$ cat src/rtl/fsqrt_operand_prep.sv
// fsqrt_operand_prep: screens an IEEE-754 sqrt operand, normalises subnormals one bit
// per cycle, halves the exponent and emits the fixed-point radicand for the root core.
module fsqrt_operand_prep #(
    parameter int EXP_WIDTH  = 8,
    parameter int MANT_WIDTH = 23,
    parameter int RAD_WIDTH  = 2*(MANT_WIDTH+3)
) (
    input  logic                          clk_i,
    input  logic                          rst_n_i,
    input  logic                          clk_en_i,
    input  logic                          valid_i,
    output logic                          ready_o,
    input  logic [EXP_WIDTH+MANT_WIDTH:0] operand_i,
    input  logic                          ready_i,
    output logic                          valid_o,
    output logic [RAD_WIDTH-1:0]          radicand_o,
    output logic [EXP_WIDTH-1:0]          exp_o,
    output logic                          sign_o,
    output logic                          special_o,
    output logic [EXP_WIDTH+MANT_WIDTH:0] special_result_o,
    output logic                          invalid_o
);
    localparam int SW = MANT_WIDTH + 2;
    localparam int EW = EXP_WIDTH + 2;
    localparam int FW = EXP_WIDTH + MANT_WIDTH + 1;
    localparam logic signed [EW-1:0] BIAS = EW'((1 << (EXP_WIDTH-1)) - 1);
    localparam logic signed [EW-1:0] EMIN = EW'(2 - (1 << (EXP_WIDTH-1)));
    localparam logic signed [EW-1:0] ONE  = EW'(1);
    localparam logic [FW-1:0] QNAN = {1'b0, {EXP_WIDTH{1'b1}}, 1'b1, {(MANT_WIDTH-1){1'b0}}};
    localparam logic [FW-1:0] PINF = {1'b0, {EXP_WIDTH{1'b1}}, {MANT_WIDTH{1'b0}}};

    typedef enum logic [1:0] {IDLE, NORM, ALIGN, HOLD} state_t;

    state_t                state;
    logic [SW-1:0]         sig;
    logic [SW-1:0]         sig_al;
    logic signed [EW-1:0]  e;
    logic signed [EW-1:0]  e_half;
    logic                  sgn;
    logic [EXP_WIDTH-1:0]  exp_f;
    logic [MANT_WIDTH-1:0] man_f;
    logic                  exp_max;
    logic                  is_zero;
    logic                  is_nan;
    logic                  is_special;
    logic                  sp_inv;
    logic [FW-1:0]         sp_res;

    assign {sgn, exp_f, man_f} = operand_i;
    assign exp_max    = &exp_f;
    assign is_zero    = ~|exp_f & ~|man_f;
    assign is_nan     = exp_max & |man_f;
    assign is_special = exp_max | is_zero | sgn;
    assign sp_res     = is_nan ? QNAN : is_zero ? operand_i : sgn ? QNAN : PINF;
    assign sp_inv     = is_nan ? ~man_f[MANT_WIDTH-1] : ~is_zero & sgn;
    // An odd exponent is made even by moving one bit into the integer part; the
    // arithmetic shift of e then already equals (e-1)/2 for odd e.
    assign sig_al     = e[0] ? sig << 1 : sig;
    assign e_half     = e >>> 1;

    always_ff @(posedge clk_i or negedge rst_n_i) begin
        if (!rst_n_i) begin
            state            <= IDLE;
            ready_o          <= 1'b0;
            valid_o          <= 1'b0;
            sig              <= '0;
            e                <= '0;
            radicand_o       <= '0;
            exp_o            <= '0;
            sign_o           <= 1'b0;
            special_o        <= 1'b0;
            special_result_o <= '0;
            invalid_o        <= 1'b0;
        end else if (clk_en_i) begin
            case (state)
                IDLE: begin
                    if (valid_i && ready_o) begin
                        ready_o          <= 1'b0;
                        valid_o          <= is_special;
                        special_o        <= is_special;
                        special_result_o <= is_special ? sp_res : '0;
                        invalid_o        <= is_special & sp_inv;
                        sign_o           <= is_special & sp_res[FW-1];
                        radicand_o       <= '0;
                        exp_o            <= '0;
                        sig              <= {1'b0, |exp_f, man_f};
                        e                <= |exp_f ? $signed({2'b00, exp_f}) - BIAS : EMIN;
                        state            <= is_special ? HOLD : |exp_f ? ALIGN : NORM;
                    end else begin
                        ready_o <= 1'b1;
                    end
                end
                NORM: begin
                    sig   <= sig << 1;
                    e     <= e - ONE;
                    state <= sig[MANT_WIDTH-1] ? ALIGN : NORM;
                end
                ALIGN: begin
                    radicand_o <= {sig_al, {(RAD_WIDTH-SW){1'b0}}};
                    exp_o      <= EXP_WIDTH'(e_half + BIAS);
                    sign_o     <= 1'b0;
                    valid_o    <= 1'b1;
                    state      <= HOLD;
                end
                HOLD: begin
                    if (ready_i) begin
                        valid_o <= 1'b0;
                        ready_o <= 1'b1;
                        state   <= IDLE;
                    end
                end
                default: state <= IDLE;
            endcase
        end
    end
endmodule
$ cat config.mk
export PLATFORM = sky130hd
export DESIGN_NAME = fsqrt_operand_prep
export DESIGN_NICKNAME = d
export VERILOG_FILES = /design/src/rtl/fsqrt_operand_prep.sv
export SDC_FILE = /design/constraint.sdc
export NUM_CORES = 1
export LEC_CHECK = 0
export CAP_MARGIN = 10
export CELL_PAD_IN_SITES_DETAIL_PLACEMENT = 0
export CELL_PAD_IN_SITES_GLOBAL_PLACEMENT = 1
export CORE_ASPECT_RATIO = 0.9
export CORE_MARGIN = 2
export CORE_UTILIZATION = 40
export CTS_CLUSTER_DIAMETER = 200
export DETAILED_ROUTE_END_ITERATION = 6
export GPL_TIMING_DRIVEN = 1
export PLACE_DENSITY = 0.85
export SYNTH_ARGS = -nofsm -noshare
export SYNTH_HDL_FRONTEND = slang
export SYNTH_SLANG_ARGS = --single-unit
$ cat constraint.sdc
create_clock -name clk_i -period 3.5 [get_ports clk_i]
set_input_delay 0.7 -clock clk_i [delete_from_list [all_inputs] [get_ports clk_i]]
set_output_delay 0.7 -clock clk_i [all_outputs]
set_load 0.02 [all_outputs]
# Word-level counts from Yosys, hierarchy flattened
# Index checks and enable logic that the tools add are counted.
# word_totals
reg_bits	134
in_bits	37
elab_cells	74
# op_classes
n_addsub	3
eq_ne	5
mux	29
bitwise_logic	9
n_reduce_logical	17
# op_table
op	n
$pmux W52 S2	1
$mux W32	3
$mux W52	1
$mux W25	2
$pmux W25 S2	1
$mux W23	1
$reduce_or A23 Y1	1
$mux W10	2
$pmux W10 S2	1
$pmux W8 S2	1
$reduce_and A3 Y1	5
$mux W2	5
$sub A10 B2 Y10 const B	1
$sub A8 B7 Y9 const B	1
$add A8 B8 Y8 const B	1
$mux W8	1
$pmux W2 S4	1
$reduce_and A8 Y1	1
$reduce_or A8 Y1	1
$mux W1	6
$reduce_bool A2 Y1	3
$and A1 B1 Y1	5
$eq A2 B2 Y1 const B	2
$ne A2 B2 Y1 const B	2
other kinds (10)	14

# Depth between registers and ports, before layout
# depth
depth_word	8
mapped_depth	8
depth_no_buf	6

# Least setup slack after synthesis
# No wires, ideal clock.
# synth_path
path_type	input-to-reg
start	input clk_en_i
end	register e[5]
setup_ps	132
arrival_ps	1793
slack_ps	1575
path_stages	8
cell_sequence	buf_2 > nand2b_1 > clkbuf_1 > or2_1 > buf_2 > buf_2 > o21ai_1 > o211ai_1
# synth_between
elab_chain_len	1
# synth_rtl
element	line	text
start: declaration	10	input logic clk_en_i,
$reduce_and A3 Y1 (no source line)	-	
end signal: assignment	87	e <= |exp_f ? $signed({2'b00, exp_f}) - BIAS : EMIN;
end signal: assignment	95	e <= e - ONE;
end: declaration	37	logic signed [EW-1:0] e;
# Every way passes these cells.
# A chain may end at the register's enable or synchronous reset.

# Worst setup path after layout
# layout_path
start	input clk_en_i
end	register special_result_o[24]
# layout_between
elab_chain_len	1
# layout_rtl
element	line	text
$reduce_and A3 Y1 (no source line)	-	
end signal: assignment	81	special_result_o <= is_special ? sp_res : '0;
end: declaration	20	output logic [EXP_WIDTH+MANT_WIDTH:0] special_result_o,
# Every way passes these cells.

==> out/results.tsv <==
metric	value	unit
top_reg_cell synth	dfrtp_1	
clk root buf	clkbuf_16	
Core Util, Final	50.6	%
most numerous cell in the Yosys netlist	dfrtp_1	
PD cells	815	mW/mm2
synthesized cell area	0.00535	mm2
first-pass GRT wire length	20900	um
final period utilization	66.7	%
CP Capture Type	flip-flop	
drt via density	5.18	
Die ar.	0.0143	mm2
Rel. slew slack	26.0	%
Num Clock Sinks	106	
htree depth	3	
Setup WS post-layout	1.17	ns
GPL Wtd Cong	0.877	
Post-CTS Setup Repair Bufs	0	
Chip Width	126	um
CP Launch Type	input pin	
total gr overflow	0	
post-route DRC violation count	0	
detailed-route via count	4213	
nets	682	
#FFs+latches synth	106	
DP Worst Slack	0.798	ns
die height	114	um
I/O Buffers	106	
core area	0.0132	mm2
largest cells by area after synthesis	dfrtp_1, nand2_1, mux2i_1, buf_4, o31ai_1	
CP Data Required Time	3.71	ns
Least-Margin Pin Slew	1.11	ns
layout cells sized above 1	6.82	%
RSZ-0062 raised after global routing	false	
Clock Tree Buf Depth	2	
Mapped Avg Cell Area	9.71	um2
Wirelength per Cell	15.6	um
io pins	134	
DRT antenna net count	0	
Slowest cell on crit path	clkdlybuf4s50_1	
pin count of the biggest net entering global routing	64	
Starting Density	40.5	%
Seq/Total Area, Yosys	49.6	%
top cell type's share of synthesized area	49.6	%
Rows	40	
kind of critical path	in -> reg	
multi-input logic area	0.00235	mm2
Yosys cell types	61	
post-CTS resize count	0	
initial antenna violation count	0	
worst hold slack	0.428	ns
clk_skew	0.00612	ns
Syn Inst Count	551	
total track usage	18.2	%
Peak Freq	0.429	GHz
Leak	2.88	nW
cts bufs inserted	9	
hold_buf cts	0	
setup TNS	0	ns
critical path peak fanout	42	
FILL cells	1224	
placed insts	797	
Final Max Slew Viols	0	
storage element area	0.00265	mm2
Most common cell on crit path	nand2b_1	
TritonCTS clock tree	yes	
Final Setup Violations	0	
fin crit period	2.33	ns
Final Hold Viols	0	
post-DP HPWL	8940	um
Clk pin slew, worst setup/hold paths	0.07	ns
Post-synth top cells	dfrtp_1, nand2_1, nor2_1	
Max VDD drop	0.315	mV
ant diodes	0	
1st-pass router iterations	5	
Worst path max stage delay	0.67	ns
Post-synth EDFFs	0	
total wire length	12700	um
non-filler instance count after layout	813	
Post-synth ARST share	100	%
vias in the first global route	4099	
Max-Cap Viols	0	
Yosys Warn Count	0	
detailed router's first-iteration violation count	294	
Area Growth Syn to Fin	25.1	%
CP Cell Sequence	clkdlybuf4s50_1 > nand2b_1 > nand2b_1 > buf_4 > o41ai_1 > a31oi_1	
Hold Path Class	in -> async	
post-synth top area cell	dfrtp_1	
worst path arrival time	2.54	ns
run status	completed	
clock latency on the worst-skew pair	0.35	ns
## registers in the layout, summed over array words and instances (netlist names)
signal / count
state: 2
special_result_o: 32
invalid_o: 1
exp_o: 8
radicand_o: 25
ready_o: 1
sig: 25
sign_o: 1
valid_o: 1
e: 9
special_o: 1
## placed cells by master, fill, tap and decap left out, types with 3 or more instances in the layout
| cell type | n |
|---|---|
| o41ai_1 | 3 |
| inv_1 | 10 |
| o31ai_1 | 24 |
| nand4_1 | 4 |
| a21oi_1 | 12 |
| nand2_1 | 94 |
| xor2_1 | 5 |
| mux2i_1 | 24 |
| and2_1 | 22 |
| o221ai_1 | 3 |
| o21ai_1 | 24 |
| clkbuf_16 | 9 |
| a31oi_1 | 27 |
| dfrtp_1 | 106 |
| nor2_1 | 35 |
| ha_1 | 5 |
| xnor2_1 | 7 |
| nand3b_1 | 3 |
| clkdlybuf4s50_1 | 105 |
| nand3_1 | 19 |
| conb_1 | 27 |
| buf_4 | 12 |
| nor2_2 | 3 |
| nand2b_1 | 6 |
| nor4_2 | 4 |
## path summary, 6_finish.rpt
path                          start                   end  slack [ns]  cells after the start
setup / recovery           clk_en_i  special_result_o[24]        1.17                      6
hold / removal              rst_n_i        radicand_o[48]        0.43                      1
setup reg to reg               e[1]                  e[7]        1.56                      6
hold reg to reg             sig[24]               sig[24]        0.47                      2
max in group asynchronous   rst_n_i   special_result_o[8]        2.23                      2
min in group clk_i          sig[24]               sig[24]        0.47                      2
## where the power goes
group / total, mW / internal (mW) / switching (mW)
Clock: 1.01 / 0.575 / 0.437
Combinational: 2.36 / 1.04 / 1.31
Sequential: 2.08 / 1.68 / 0.398
## critical path, delay by kind of cell
kind,cells,cell delay [ns]
buffers and inverters,2,0.92
AOI/OAI and AO/OA,2,0.47
and+or+nand+nor,2,0.46
## cell type report
type | instances | area share, %
Inverter | 10 | 0.561
Sequential cell | 106 | 39.7
Multi-Input combinational cell | 396 | 35.1
Clock inverter | 4 | 0.767
Tap cell | 168 | 3.14
Clock buffer | 12 | 3.68
Timing Repair Buffer | 117 | 17.1
## routing by layer
layer  track usage (%)  share of wire (%)  up-vias
li1                  -                  -     2040
met2              29.3                 49      132
met1              24.3                 45     2026
met4              5.64                1.5        0
met3              4.92                5.1       15
met5                 0                  0        -
## kinds of logic after synthesis
logic type | Yosys count | synth area share, %
AOI/OAI and AO/OA | 116 | 14.5
xor gates and xnor gates | 12 | 1.97
adders and majority gates | 5 | 1.17
buffers and inverters | 75 | 8.38
DFF | 106 | 49.6
muxes | 25 | 4.70
other | 1 | 0.0701
and+or+nand+nor | 211 | 19.7
## stage by stage
stage / area, um2 / total power, mW
2_1_floorplan: 5450 / 3.59
3_3_place_gp: 6390 / 4.42
3_5_place_dp: 6390 / 4.47
4_1_cts: 6690 / 5.50
5_1_grt: 6690 / 5.84
6_report: 6690 / 5.45
Note: power is estimated with default switching activity, not from simulation.
